### config.mk
export PLATFORM = sky130hd
export DESIGN_NAME = br_resolve_unit_flat
export DESIGN_NICKNAME = d
export VERILOG_FILES = /design/src/rtl/br_defs_pkg.sv /design/src/rtl/br_pkg.sv /design/src/rtl/br_resolve_unit_if.sv /design/src/rtl/br_eval.sv /design/src/rtl/br_resolve_unit.sv /design/src/flat_wrapper.sv
export SDC_FILE = /design/constraint.sdc
export NUM_CORES = 1
export LEC_CHECK = 0
export BUFFER_PORTS_ARGS = -buffer_cell sky130_fd_sc_hd__buf_4
export CORE_MARGIN = 3
export CORE_UTILIZATION = 47
export DETAILED_ROUTE_END_ITERATION = 16
export PLACE_DENSITY = 0.78
export SLEW_MARGIN = 10
export SYNTH_ARGS = -nofsm -noshare
export SYNTH_HDL_FRONTEND = slang
export SYNTH_SLANG_ARGS = --single-unit
### constraint.sdc
create_clock -name clk -period 4.55 [get_ports clk]
set_input_delay 0.2275 -clock clk [delete_from_list [all_inputs] [get_ports clk]]
set_output_delay 0.2275 -clock clk [all_outputs]
set_load 0.03 [all_outputs]
### src/rtl/br_defs_pkg.sv
// Shared opcode definitions for the branch pipeline.
package br_defs_pkg;
   localparam logic [7:0] OP_JIRL = 8'h13;
   localparam logic [7:0] OP_B    = 8'h14;
   localparam logic [7:0] OP_BL   = 8'h15;
   localparam logic [7:0] OP_BEQ  = 8'h16;
   localparam logic [7:0] OP_BNE  = 8'h17;
   localparam logic [7:0] OP_BLT  = 8'h18;
   localparam logic [7:0] OP_BGE  = 8'h19;
   localparam logic [7:0] OP_BLTU = 8'h1A;
   localparam logic [7:0] OP_BGEU = 8'h1B;
endpackage

### src/rtl/br_pkg.sv
// Branch-resolution helpers: branch-kind classification and immediate sign extension.
package br_pkg;
   import br_defs_pkg::*;

   typedef enum logic [1:0] {JUMP, COND_S, COND_U, INVALID} br_kind_e;

   // Word offset, sign-extended to 64 bits; callers truncate to their PC width.
   function automatic logic [63:0] sext_off(input logic [25:0] imm, input logic wide);
      if (wide) return {{36{imm[25]}}, imm, 2'b00};
      else      return {{46{imm[15]}}, imm[15:0], 2'b00};
   endfunction

   // Equality compares are sign-agnostic, so they share the unsigned class.
   function automatic br_kind_e kind_of(input logic [7:0] op);
      case (op)
         OP_JIRL, OP_B, OP_BL:            return JUMP;
         OP_BLT, OP_BGE:                  return COND_S;
         OP_BEQ, OP_BNE, OP_BLTU, OP_BGEU: return COND_U;
         default:                         return INVALID;
      endcase
   endfunction
endpackage

### src/rtl/br_resolve_unit_if.sv
// Request/result bundle between the issue stage and the branch resolve unit.
// Counter signals exist only when BR_STATS_EN is defined.
interface br_resolve_unit_if #(
   parameter int ADDR_W = 32,
   parameter int CNT_W  = 32
);
   logic              flush;
   logic              in_valid;
   logic              in_ready;
   logic [7:0]        op;
   logic [ADDR_W-1:0] rj;
   logic [ADDR_W-1:0] rd;
   logic [ADDR_W-1:0] pc;
   logic [25:0]       offset;
   logic              pred_taken;
   logic [ADDR_W-1:0] pred_target;
   logic              out_valid;
   logic              out_ready;
   logic              taken;
   logic [ADDR_W-1:0] target;
   logic [ADDR_W-1:0] link_addr;
   logic              mispredict;
   logic [ADDR_W-1:0] redirect_pc;
`ifdef BR_STATS_EN
   logic [CNT_W-1:0]  cnt_branch;
   logic [CNT_W-1:0]  cnt_mispredict;
`endif

   if (CNT_W < 1) begin : g_bad_cnt_w
      $error("CNT_W must be at least 1");
   end

   modport master (
      output flush, in_valid, op, rj, rd, pc, offset, pred_taken, pred_target, out_ready,
      input  in_ready, out_valid, taken, target, link_addr, mispredict, redirect_pc
`ifdef BR_STATS_EN
      , input cnt_branch, cnt_mispredict
`endif
   );

   modport slave (
      input  flush, in_valid, op, rj, rd, pc, offset, pred_taken, pred_target, out_ready,
      output in_ready, out_valid, taken, target, link_addr, mispredict, redirect_pc
`ifdef BR_STATS_EN
      , output cnt_branch, cnt_mispredict
`endif
   );
endinterface

### src/rtl/br_eval.sv
// Combinational branch evaluation: target, direction, link address and misprediction.
module br_eval
   import br_pkg::*;
   import br_defs_pkg::*;
#(
   parameter int ADDR_W = 32
) (
   input  logic [7:0]        op_i,
   input  logic [ADDR_W-1:0] rj_i,
   input  logic [ADDR_W-1:0] rd_i,
   input  logic [ADDR_W-1:0] pc_i,
   input  logic [25:0]       offset_i,
   input  logic              pred_taken_i,
   input  logic [ADDR_W-1:0] pred_target_i,
   output logic              taken_o,
   output logic [ADDR_W-1:0] target_o,
   output logic [ADDR_W-1:0] link_addr_o,
   output logic              mispredict_o,
   output logic [ADDR_W-1:0] redirect_pc_o
);
   br_kind_e          kind;
   logic [ADDR_W-1:0] off;
   logic [ADDR_W-1:0] base;
   logic              eq, lt_s, lt_u;

   always_comb begin
      kind        = kind_of(op_i);
      off         = ADDR_W'(sext_off(offset_i, (op_i == OP_B) || (op_i == OP_BL)));
      base        = (op_i == OP_JIRL) ? rj_i : pc_i;
      target_o    = base + off;
      link_addr_o = pc_i + ADDR_W'(4);
      eq          = (rj_i == rd_i);
      lt_s        = ($signed(rj_i) < $signed(rd_i));
      lt_u        = (rj_i < rd_i);

      case (kind)
         JUMP:    taken_o = 1'b1;
         COND_S:  taken_o = (op_i == OP_BLT) ? lt_s : !lt_s;
         COND_U: begin
            case (op_i)
               OP_BEQ:  taken_o = eq;
               OP_BNE:  taken_o = !eq;
               OP_BLTU: taken_o = lt_u;
               default: taken_o = !lt_u;
            endcase
         end
         default: taken_o = 1'b0;
      endcase

      mispredict_o  = (taken_o != pred_taken_i) ||
                      (taken_o && pred_taken_i && (target_o != pred_target_i));
      redirect_pc_o = taken_o ? target_o : link_addr_o;
   end
endmodule

### src/rtl/br_resolve_unit.sv
// Branch resolve unit: one-cycle registered result with valid/ready handshake and flush.
// Define BR_STATS_EN to add saturating branch / mispredict counters.
module br_resolve_unit #(
   parameter int ADDR_W = 32,
   parameter int CNT_W  = 32
) (
   input  logic clk,
   input  logic reset,
   br_resolve_unit_if.slave io
);
   typedef struct packed {
      logic              taken;
      logic              mispredict;
      logic [ADDR_W-1:0] target;
      logic [ADDR_W-1:0] link_addr;
      logic [ADDR_W-1:0] redirect_pc;
   } res_t;

   if (ADDR_W < 28 || ADDR_W > 64) begin : g_bad_addr_w
      $error("ADDR_W must be in 28..64");
   end

   logic              e_taken, e_mispredict;
   logic [ADDR_W-1:0] e_target, e_link, e_redirect;
   res_t              res_d, res_q;
   logic              valid_d, valid_q;
   logic              accept, consume;

   br_eval #(.ADDR_W(ADDR_W)) u_eval (
      .op_i          (io.op),
      .rj_i          (io.rj),
      .rd_i          (io.rd),
      .pc_i          (io.pc),
      .offset_i      (io.offset),
      .pred_taken_i  (io.pred_taken),
      .pred_target_i (io.pred_target),
      .taken_o       (e_taken),
      .target_o      (e_target),
      .link_addr_o   (e_link),
      .mispredict_o  (e_mispredict),
      .redirect_pc_o (e_redirect)
   );

   assign io.in_ready = !valid_q || io.out_ready;
   assign accept      = io.in_valid && io.in_ready && !io.flush;
   assign consume     = valid_q && io.out_ready;

   // Flush wins over a same-cycle accept; accept wins over a plain consume (no bubble).
   always_comb begin
      valid_d = valid_q;
      res_d   = res_q;
      if (io.flush) begin
         valid_d = 1'b0;
      end else if (accept) begin
         valid_d = 1'b1;
         res_d   = '{taken: e_taken, mispredict: e_mispredict, target: e_target,
                     link_addr: e_link, redirect_pc: e_redirect};
      end else if (consume) begin
         valid_d = 1'b0;
      end
   end

   always_ff @(posedge clk) begin
      if (reset) begin
         valid_q <= 1'b0;
         res_q   <= '0;
      end else begin
         valid_q <= valid_d;
         res_q   <= res_d;
      end
   end

   assign io.out_valid   = valid_q;
   assign io.taken       = res_q.taken;
   assign io.mispredict  = res_q.mispredict;
   assign io.target      = res_q.target;
   assign io.link_addr   = res_q.link_addr;
   assign io.redirect_pc = res_q.redirect_pc;

`ifdef BR_STATS_EN
   logic [CNT_W-1:0] cnt_br_d, cnt_br_q, cnt_mp_d, cnt_mp_q;
   logic             cnt_evt;

   // A result discarded by flush is never counted.
   assign cnt_evt = consume && !io.flush;

   always_comb begin
      cnt_br_d = cnt_br_q;
      cnt_mp_d = cnt_mp_q;
      if (cnt_evt && !(&cnt_br_q)) cnt_br_d = cnt_br_q + CNT_W'(1);
      if (cnt_evt && res_q.mispredict && !(&cnt_mp_q)) cnt_mp_d = cnt_mp_q + CNT_W'(1);
   end

   always_ff @(posedge clk) begin
      if (reset) begin
         cnt_br_q <= '0;
         cnt_mp_q <= '0;
      end else begin
         cnt_br_q <= cnt_br_d;
         cnt_mp_q <= cnt_mp_d;
      end
   end

   assign io.cnt_branch     = cnt_br_q;
   assign io.cnt_mispredict = cnt_mp_q;
`endif
endmodule
### src/flat_wrapper.sv
// flat-port wrapper written by rule: the top's interface ports become plain ports
module br_resolve_unit_flat 
#(
   parameter int ADDR_W = 32,
   parameter int CNT_W  = 32
)
  (clk, reset, io_flush, io_in_valid, io_op, io_rj, io_rd, io_pc, io_offset, io_pred_taken, io_pred_target, io_out_ready, io_in_ready, io_out_valid, io_taken, io_target, io_link_addr, io_mispredict, io_redirect_pc);
  br_resolve_unit_if #(.ADDR_W(ADDR_W), .CNT_W(CNT_W)) io_i ();
  input  logic clk;
  input  logic reset;
  input wire logic [$bits(io_i.flush)-1:0] io_flush;
  input wire logic [$bits(io_i.in_valid)-1:0] io_in_valid;
  input wire logic [$bits(io_i.op)-1:0] io_op;
  input wire logic [$bits(io_i.rj)-1:0] io_rj;
  input wire logic [$bits(io_i.rd)-1:0] io_rd;
  input wire logic [$bits(io_i.pc)-1:0] io_pc;
  input wire logic [$bits(io_i.offset)-1:0] io_offset;
  input wire logic [$bits(io_i.pred_taken)-1:0] io_pred_taken;
  input wire logic [$bits(io_i.pred_target)-1:0] io_pred_target;
  input wire logic [$bits(io_i.out_ready)-1:0] io_out_ready;
  output wire logic [$bits(io_i.in_ready)-1:0] io_in_ready;
  output wire logic [$bits(io_i.out_valid)-1:0] io_out_valid;
  output wire logic [$bits(io_i.taken)-1:0] io_taken;
  output wire logic [$bits(io_i.target)-1:0] io_target;
  output wire logic [$bits(io_i.link_addr)-1:0] io_link_addr;
  output wire logic [$bits(io_i.mispredict)-1:0] io_mispredict;
  output wire logic [$bits(io_i.redirect_pc)-1:0] io_redirect_pc;
  assign io_i.flush = io_flush;
  assign io_i.in_valid = io_in_valid;
  assign io_i.op = io_op;
  assign io_i.rj = io_rj;
  assign io_i.rd = io_rd;
  assign io_i.pc = io_pc;
  assign io_i.offset = io_offset;
  assign io_i.pred_taken = io_pred_taken;
  assign io_i.pred_target = io_pred_target;
  assign io_i.out_ready = io_out_ready;
  assign io_in_ready = io_i.in_ready;
  assign io_out_valid = io_i.out_valid;
  assign io_taken = io_i.taken;
  assign io_target = io_i.target;
  assign io_link_addr = io_i.link_addr;
  assign io_mispredict = io_i.mispredict;
  assign io_redirect_pc = io_i.redirect_pc;
  br_resolve_unit #(.ADDR_W(ADDR_W), .CNT_W(CNT_W)) u_core (.clk(clk), .reset(reset), .io(io_i));
endmodule
* Word level (Yosys, flattened, before mapping)
Memory sizes are Yosys's and may differ from the RTL's.
Index checks and enable logic that the tools add are counted.
** Word-level totals
- Register bits :: 99
- Latch bits :: 0
- Memory bits (writable) :: 0
- ROM bits :: 64
- Memories kept :: 1
** Operators by class
- Add/subtract/negate cells :: 2
- $mul :: 0
- Div/mod/pow operators :: 0
- Order comparisons :: 2
- Equality and inequality tests :: 12
- Shift-type cells :: 0
- Muxes and demuxes :: 9
- Bitwise gates (word level) :: 1
- Reductions and logical operators :: 18
** Memory list
- (name not given) :: words 32, width 2, read ports 1, clocked after memory_dff 0, write ports 0, line br_pkg.sv:15 : case (op)
** Operators by type and width (number)
- $mux 32 :: 3
- $lt 32x32->1 :: 2
- $eq 8x5->1 const B :: 7
- $add 32x3->32 const B :: 1
- $add 32x32->32 :: 1
- $eq 32x32->1 :: 1
- $ne 32x32->1 :: 1
- $pmux 1 s3 :: 2
- $logic_and 1x1->1 :: 5
- $logic_not 1->1 :: 5
- $logic_not 3->1 :: 1
- $logic_or 1x1->1 :: 3
- $mux 1 :: 3
- $eq 2x1->1 const B :: 1
- $eq 2x2->1 const B :: 1
- $logic_not 2->1 :: 1
- $mux 2 :: 1
- $reduce_and 2->1 :: 1
- $reduce_bool 2->1 :: 1
- $reduce_or 2->1 :: 1
- $ne 1x1->1 :: 1
- $not 1->1 :: 1

* Logic depth before layout (Yosys ltp)
Gate-level depths: netlist (run 1).
- Word-level depth :: 7
- Gate-level depth with buffers :: 21
- Mapped depth without buffers :: 20

* By module
Synthesis (run 1) repeated with hierarchy kept, for this count alone.
** Second synthesis, totals
- Cells, all modules :: 1060
- Area, all modules :: 9157.5 sq um
** By module, submodules not included
- br_eval :: instances 1, cells an instance 629, area each 4743.3 sq um, sequential area each 0.0 sq um
- br_resolve_unit :: instances 1, cells an instance 431, area each 4414.2 sq um, sequential area each 1981.9 sq um

* Worst setup path after synthesis (run 1)
No wires, ideal clock.
- Path type :: input to register
- From :: input port io_op[5]
- To :: register u_core.res_q (netlist bit u_core.io.mispredict)
- Data arrival time :: 4.205 ns
- Data required time :: 4.423 ns
- Slack :: 0.219 ns
- Cell stages on the path :: 16
- Buffers on the path :: 2
- Cell sequence :: nor4b_4 > nand2_1 > clkbuf_1 > clkbuf_1 > mux2_2 > ha_1 > and2_4 > a221oi_4 > a21o_4 > a31oi_4 > a21oi_2 > or3_1 > nand4_1 > or4b_1 > nor4_1 > a31oi_1
** Between the ends
- Word-level cells in the longest chain between the ends :: 7
** RTL lines
- from (decl) :: line flat_wrapper.sv:13 : input wire logic [$bits(io_i.op)-1:0] io_op;
- $eq 8x5->1 / $logic_not 3->1 (equally long branches) :: line br_eval.sv:28, br_pkg.sv:15
- $logic_or 1x1->1 / $mux 2 (equally long branches) :: line br_eval.sv:28, br_pkg.sv:15
- $mux 32 (tied with other cells) :: line br_pkg.sv:9 : if (wide) return {{36{imm[25]}}, imm, 2'b00};
- $add 32x32->32 / $pmux 1 s3 (equally long branches) :: line br_eval.sv:30, br_eval.sv:36
- $ne 32x32->1 / $logic_and 1x1->1 (equally long branches) :: line br_eval.sv:51 : (taken_o && pred_taken_i && (target_o != pred_target_i));
- $logic_and 1x1->1 :: line br_eval.sv:51
- $logic_or 1x1->1 * :: line br_eval.sv:50 : mispredict_o = (taken_o != pred_taken_i) ||
- to (signal assigned) :: line br_resolve_unit.sv:69 : res_q <= res_d;
- to (decl) :: line br_resolve_unit.sv:25 : res_t res_d, res_q;
Mark *: on every way between the ends. The rest lies on a longest branch, timed or not.
A chain may end at the register's enable or synchronous reset.

* Worst setup path after layout (run 1)
- From :: input port io_rd[13]
- To :: register u_core.res_q (netlist bit u_core.io.mispredict)
** Between the ends
- Word-level cells in the longest chain between the ends :: 7
** RTL lines
- from (decl) :: line flat_wrapper.sv:15 : input wire logic [$bits(io_i.rd)-1:0] io_rd;
- $lt 32x32->1 (tied with other cells) :: line br_eval.sv:34 : lt_u = (rj_i < rd_i);
- $logic_not 1->1 (on tied branches) :: line br_eval.sv:44, br_eval.sv:38, br_eval.sv:42
- $pmux 1 s3 / $mux 1 (equally long branches) :: line br_eval.sv:40, br_eval.sv:38
- $pmux 1 s3 * :: line br_eval.sv:36 : case (kind)
- $logic_and 1x1->1 (2 in a row) :: line br_eval.sv:51
- $logic_or 1x1->1 * :: line br_eval.sv:50
Marks and branches as above.

==> impl_metrics.tcl, run 1 <==
set metrics [dict create \
    status "finished clean" \
    max_slew_margin_pct 34.1 \
    rows 47 \
    cts_buffers 9 \
    worst_pin_slew_ns 0.989 \
    async_flop_share_pct 0 \
    synthAdderAreaFrac_pct 10.3 \
    hold_path_class "in2reg" \
    period_share_pct 94.7 \
    post_drt_wl_per_cell_um 20.0 \
    remaining_drc_errors 0 \
    drv_cap 0 \
    drive_gt1_share_pct 29.4 \
    tritoncts "built" \
    synth_area_leader_cell "dfxtp_1" \
    synth-edff-count 0 \
    dpl.hpwl_um 25600 \
    overflow 0 \
    drv_slew 0 \
    yosys_warnings 0 \
    clock_path_buffers 2 \
    crit_path_start_kind "primary input" \
    ys.flop_type "dfxtp_1" \
    synth_cell_type_count 85 \
    ios 268 \
    yosys-top-cells-area "dfxtp_1 24%, ha_1 10%, xnor2_1 5.5%" \
    grt.total_usage_pct 30.9 \
    post_dp_cell_area_um2 10500 \
    final_nets 1556 \
    die_y_um 138 \
    synth_nets 1294 \
    hold_ws_ns 0.0729 \
    synth_seq_cells 99 \
    core_um2 16900 \
    ir_drop_mv 0.252 \
    start_util_pct 48.7 \
    place_congestion 0.998 \
    vias_per_cell 5.80 \
    power_density_nw_per_um2 275 \
    critPathCaptureType "flip-flop" \
    htree_levels 3 \
    io_buffers 267 \
    clock_latency_ns 0.34 \
    final_antenna_net_count 0 \
    yosysTopAreaCellShare_pct 24.1 \
    p_leak_uw 0.00496 \
    cp.required_ns 4.76 \
    setup_violations 0 \
    finalHoldViolCount 0 \
    grt_antenna_before_repair 0 \
    die_x_um 138 \
    synth.area.mux_share_pct 4.72 \
    avgSynthCellArea_um2 7.76 \
    antenna_cells 0 \
    vias 8974 \
    clk_pin_slew_ns 0.07 \
    maxClockFrequency_mhz 232 \
    period_minus_slack_ns 4.31 \
    drtIter0Drc 790 \
    wirelength_um 30900 \
    critPathKind "in2reg" \
    dieArea_um2 19100 \
    final_area_um2 10900 \
    crit_fanout 3 \
    grt_pass1_wl_um 48100 \
    drt-pass1-iter-count 7 \
    synth_simple_gate_area_share_pct 24.7 \
    cts-root-buf "clkbuf_16" \
    cts_sinks 99 \
    grt_pass1_vias 8717 \
    netlist_instances 1059 \
    ys_seq_area_share_pct 24.1 \
    skew_ns 0.00753 \
    synth_xor_area_share_pct 9.91 \
    critPathArrivalTime_ns 4.52 \
    synthToLayoutAreaGrowth_pct 32.7 \
    synth-compound-area-share_pct 21.0 \
    grt_max_degree 101 \
    syn_area_um2 8220 \
    synth_top_family_by_area "simple AND/OR/NAND/NOR gates" \
]
==> cells in the mapped netlist, types with 3 or more instances <==
| cell | n |
|---|---|
| a21o_1 | 20 |
| inv_1 | 46 |
| and3_1 | 17 |
| xor2_1 | 33 |
| a211oi_1 | 27 |
| o21ai_1 | 4 |
| clkbuf_1 | 36 |
| ha_1 | 66 |
| and2_1 | 6 |
| nand3b_1 | 7 |
| o21a_1 | 9 |
| a2111oi_0 | 12 |
| clkbuf_8 | 3 |
| mux2_2 | 30 |
| nor3b_1 | 4 |
| dfxtp_1 | 99 |
| nor2_1 | 116 |
| a31oi_1 | 4 |
| nand2_1 | 115 |
| nand2b_1 | 7 |
| xnor2_1 | 52 |
| a21oi_1 | 80 |
| o311ai_0 | 5 |
| nor4_1 | 13 |
| nand4_1 | 24 |
| a311oi_1 | 6 |
| buf_2 | 8 |
| o21bai_1 | 8 |
| a211o_1 | 4 |
| nor2b_1 | 14 |
| nand3_1 | 24 |
| o21ai_0 | 32 |
| buf_1 | 5 |
| nor3_1 | 46 |
| or3_1 | 7 |
| o31ai_1 | 3 |
| o211ai_1 | 5 |
| mux2i_1 | 5 |
==> layout by cell type, fill, tap and decap left out, types with 17 or more instances in the layout <==
cell type,count
buf_4,305
a21oi_1,80
nor2_1,116
xnor2_1,52
and3_1,17
xor2_1,33
nand2_1,115
a21o_1,20
a211oi_1,27
nand4_1,24
o21ai_0,32
nor3_1,45
ha_1,66
inv_1,46
dfxtp_1,99
nand3_1,24
mux2_2,30
==> critical path, stage by stage <==
cell	delay [ns]
buf_4	0.08
inv_1	0.03
ha_1	0.34
a21o_1	0.23
a21o_1	0.18
a21oi_1	0.13
o21ai_0	0.19
nand2_1	0.17
o211ai_1	0.16
o311a_1	0.42
a22oi_2	0.24
inv_2	0.07
ha_1	0.32
nor4_4	0.39
nand4_1	0.13
nor4_1	0.24
nand4_1	0.17
nor4_2	0.25
nand4_1	0.17
nor4_2	0.26
a31oi_1	0.14
==> power by group <==
part | total [µW] | internal [µW] | switching [µW]
Clock | 806 | 443 | 363
Combinational | 1230 | 514 | 714
Sequential | 964 | 927 | 36.9
Total | 3000 | 1880 | 1110
==> worst paths after layout <==
path	startpoint	to	slack, ns	cells past startpoint
hold / removal	io_flush	u_core.io.out_valid	0.07	2
setup reg to reg	u_core.io.out_valid	u_core.io.mispredict	1.96	11
setup / recovery	io_rd[13]	u_core.io.mispredict	0.24	21
hold reg to reg	u_core.io.link_addr[3]	u_core.io.link_addr[3]	0.46	2
==> through the flow <==
stage | TNS [ns] | total power [µW] | instances | worst slack (ns) | util (%)
after floorplan | 0 | 1690 | 1059 | 0.219 | -
after global placement | -0.258 | 2180 | 1530 | -0.258 | 62.5
after detailed placement | -0.484 | 2190 | 1530 | -0.484 | 62.5
after CTS | 0 | 2980 | 1546 | 0.0274 | 64.4
after global routing | -0.0676 | 3140 | 1546 | -0.0676 | 64.7
final | 0 | 3000 | 1546 | 0.242 | 64.7
==> metal layers <==
layer	GRT usage [%]	wire (µm)
met5	0	0
met1	42.6	13400
met2	50.8	14300
met4	8.53	782
met3	4.45	2370
==> what timing repair did <==
item	in CTS	in global routing
pin swaps	0	1
hold buffers	0	0
cloned	0	0
setup buffers	0	0
gates resized for setup	1	6
endpoints found under the setup margin	1	1
==> flip-flops by register name, indices dropped and copies added (netlist names) <==
register	count
u_core.io.taken	1
u_core.io.mispredict	1
u_core.io.redirect_pc	32
u_core.io.out_valid	1
u_core.io.link_addr	32
u_core.io.target	32
==> kinds of logic (layout without fill, tap and decap cells) <==
group	after synthesis	after routing
AND/OR/NAND/NOR	418	418
AO/OA/AOI/OAI	250	250
buffers and inverters	102	369
flip-flops	99	99
XOR/XNOR	88	88
adder cells (fa/ha/maj)	67	67
multiplexers	35	35
==> final cells by class <==
class                      count  area (µm²)
clock inverter                 7        95.1
timing repair buffer         306        2310
fill                        1536        5960
tap                          220         275
multi-input combinational    858        5850
inverter                      47         176
sequential                    99        1980
clock buffer                   9         225
(Power assumes the default switching activity.)
==> inputs of run 2 (changes only) <==
ABC_AREA = 1   (was unset)
CORE_UTILIZATION = 49   (was 47)
GPL_ROUTABILITY_DRIVEN = 0   (was unset)
PLACE_DENSITY = 0.79   (was 0.78)
REMOVE_ABC_BUFFERS = 1   (was unset)
==> impl_metrics.tcl, run 2 <==
set metrics [dict create \
    htree_levels 3 \
    skew_ns 0.00602 \
    final_area_um2 12000 \
    max_slew_margin_pct 15.9 \
    dieArea_um2 21100 \
    vias_per_cell 5.11 \
    setup_violations 0 \
    p_switching_uw 1170 \
    maxClockFrequency_mhz 275 \
    clk_pin_slew_ns 0.08 \
    critPathCaptureType "flip-flop" \
    power_frac_clock_pct 27.2 \
    yosysTopAreaCellShare_pct 20.9 \
    ir_drop_mv 0.173 \
    rsz0062_at_grt "no" \
    antenna_cells 0 \
    tns_ns 0 \
    drtIter0Drc 856 \
    crit_chain "buf_4 > inv_1 > nand2_1 > nor2_2 > nand2_2 > a21oi_1 > ha_1 > inv_1 > fa_1 > inv_1 > nand3_1 > nand3_1 > nand2_1 > nand2_1 > xor2_1 > nand2_1 > nand2_1 > nand2_1 > nor2_1 > nand3_1 > nor2_1 > nand3_1 > nand2_1 > a21oi_1" \
    ys.flop_type "dfxtp_1" \
    swShare_pct 40.0 \
    worstHoldPathCells 2 \
    async_flop_share_pct 0 \
    drive_gt1_share_pct 19.2 \
    p_leak_uw 0.00708 \
    finalHoldViolCount 0 \
    cts_hold_buf 0 \
    whs_endpoint "u_core.io.out_valid" \
    hold_path_class "in2reg" \
    grt_antenna_before_repair 0 \
    use_met2_pct 51.9 \
    slowest_stage "nand2_2" \
    die_y_um 145 \
    final_common_cell "nand2_1" \
    critPathKind "in2reg" \
    status "finished clean" \
    cts-root-buf "clkbuf_16" \
    power_density_nw_per_um2 244 \
    rr_worst_depth 7 \
    ios 268 \
    grt_max_degree 75 \
    tritoncts "built" \
    drv_cap 0 \
    hold_ws_ns 0.0562 \
    synthToLayoutAreaGrowth_pct 26.1 \
    core_um2 18800 \
    grt_busiest_layer "met2" \
    clock_path_buffers 2 \
    dpl.hpwl_um 27100 \
    yosys-top-cells-area "dfxtp_1 21%, nand2_1 18%, inv_1 13%" \
    drv_slew 0 \
    grt_use_met1_pct 37.8 \
    cp.required_ns 4.81 \
    synth_seq_cells 99 \
    comb_power_share_pct 39.9 \
    crit_start "io_op[3]" \
    seqPwrFrac_pct 32.9 \
    synth-edff-count 0 \
    max_stage_delay_ns 0.41 \
    rows 50 \
    vias 10900 \
    io_buffers 267 \
    grtUsageMet3_pct 6.03 \
    final_antenna_net_count 0 \
    final_cell_mix "464 x nand2_1, 315 x inv_1, 274 x buf_4" \
    internal-power_uw 1750 \
    grt_pass1_vias 10300 \
    r2r-start "u_core.io.out_valid" \
    ys_seq_area_share_pct 20.9 \
    remaining_drc_errors 0 \
    period_share_pct 79.9 \
    cts_sinks 99 \
    worst_pin_slew_ns 1.25 \
    critPathArrivalTime_ns 3.89 \
    yosys_warnings 0 \
    grt_pass1_wl_um 52500 \
    rr_endpoint "u_core.io.redirect_pc[23]" \
    crit_path_frequent_cell "nand2_1" \
    wirelength_um 33300 \
    overflow 0 \
    crit_path_start_kind "primary input" \
    r2r_slack_ns 2.04 \
    synth_cell_type_count 50 \
    yosysMostFrequentCell "nand2_1" \
    post_cts_buffers 0 \
    cts_resized 0 \
    hold_start "io_flush" \
    crit_fanout 30 \
    final_nets 2095 \
    cts_buffers 9 \
    avgSynthCellArea_um2 5.88 \
    netlist_instances 1614 \
    synth_area_leader_cell "dfxtp_1" \
    netlist_top_cells_count "464 x nand2_1, 316 x inv_1, 203 x nor2_1, 109 x nand3_1, 99 x dfxtp_1" \
    post_drt_wl_per_cell_um 15.7 \
    period_minus_slack_ns 3.63 \
    start_util_pct 50.4 \
    die_x_um 145 \
    syn_area_um2 9490 \
    drt-pass1-iter-count 6 \
    clock_latency_ns 0.36 \
    grt.total_usage_pct 30.8 \
    post_dp_cell_area_um2 11700 \
]
-- run 2: cell count changes in the layout (fill, tap and decap cells not counted), moves of 34 or more --
cell / previous run / this run
inv_1: 46 / 315
nand2_1: 115 / 464
nand3_1: 24 / 109
nor2_1: 116 / 203
nor3_1: 45 / 11
xnor2_1: 52 / 9
-- run 2: worst max-delay path by stage --
stage | endpoint | slack (ns) | cells past startpoint
after CTS | u_core.io.mispredict | 1.03 | 25
after global routing | u_core.io.mispredict | 0.57 | 25
after detailed placement | u_core.io.mispredict | 0.66 | 24
after global placement | u_core.io.mispredict | 0.75 | 24
after floorplan | u_core.io.redirect_pc[23] | -2.57 | 7
final | u_core.io.mispredict | 0.92 | 24
-- run 2: power groups by stage --
stage               logic, µW  registers (µW)  clock network, µW
finish                   1160             961                792
global route             1280             968                833
global placement         1130             980                  0
floorplan                 604            1090                  0
CTS                      1150             961                806
detailed placement       1150             980                  0
-- run 2: layer usage --
metal / wire (µm) / vias to the layer above
met2: 15400 / 506
met4: 1550 / 0
met3: 2800 / 78
li1: - / 5460
met5: 0 / -
met1: 13600 / 4823
-- run 2: cell type report --
class,count,area (µm²)
repair buffers,274,2060
flip-flops and latches,99,1980
well taps,260,325
inverters,322,1210
fillers,1870,6870
multi-input cells,1154,6090
clock buffers,9,225
clock inverters,7,72.6
-- run 2: metrics by stage --
stage               worst slack [ns]  cells  util (%)  total power [µW]
finish                         0.916   2125      63.5              2920
global route                   0.567   2125      63.5              3080
CTS                             1.03   2125      63.5              2920
detailed placement             0.661   2109      61.9              2130
global placement               0.746   2109      61.9              2100
floorplan                      -2.57   1575         -              1700
-- run 2: logic make-up (layout without fill, tap and decap cells) --
| logic type | Yosys count | count (layout) | share of synthesized area [%] |
|---|---|---|---|
| AO/OA/AOI/OAI | 169 | 169 | 9.96 |
| XOR/XNOR | 49 | 49 | 5.13 |
| adder cells (fa/ha/maj) | 67 | 67 | 8.92 |
| buffers and inverters | 361 | 612 | 15.0 |
| flip-flops | 99 | 99 | 20.9 |
| multiplexers | 8 | 8 | 0.950 |
| AND/OR/NAND/NOR | 861 | 861 | 39.1 |
-- run 2: worst max-delay path, delay by kind of cell --
| kind | cells | cell delay (ns) |
|---|---|---|
| compound gates | 2 | 0.34 |
| xor+xnor | 1 | 0.21 |
| fa+ha+maj | 2 | 0.68 |
| buf+inv | 4 | 0.44 |
| simple gates | 15 | 1.97 |
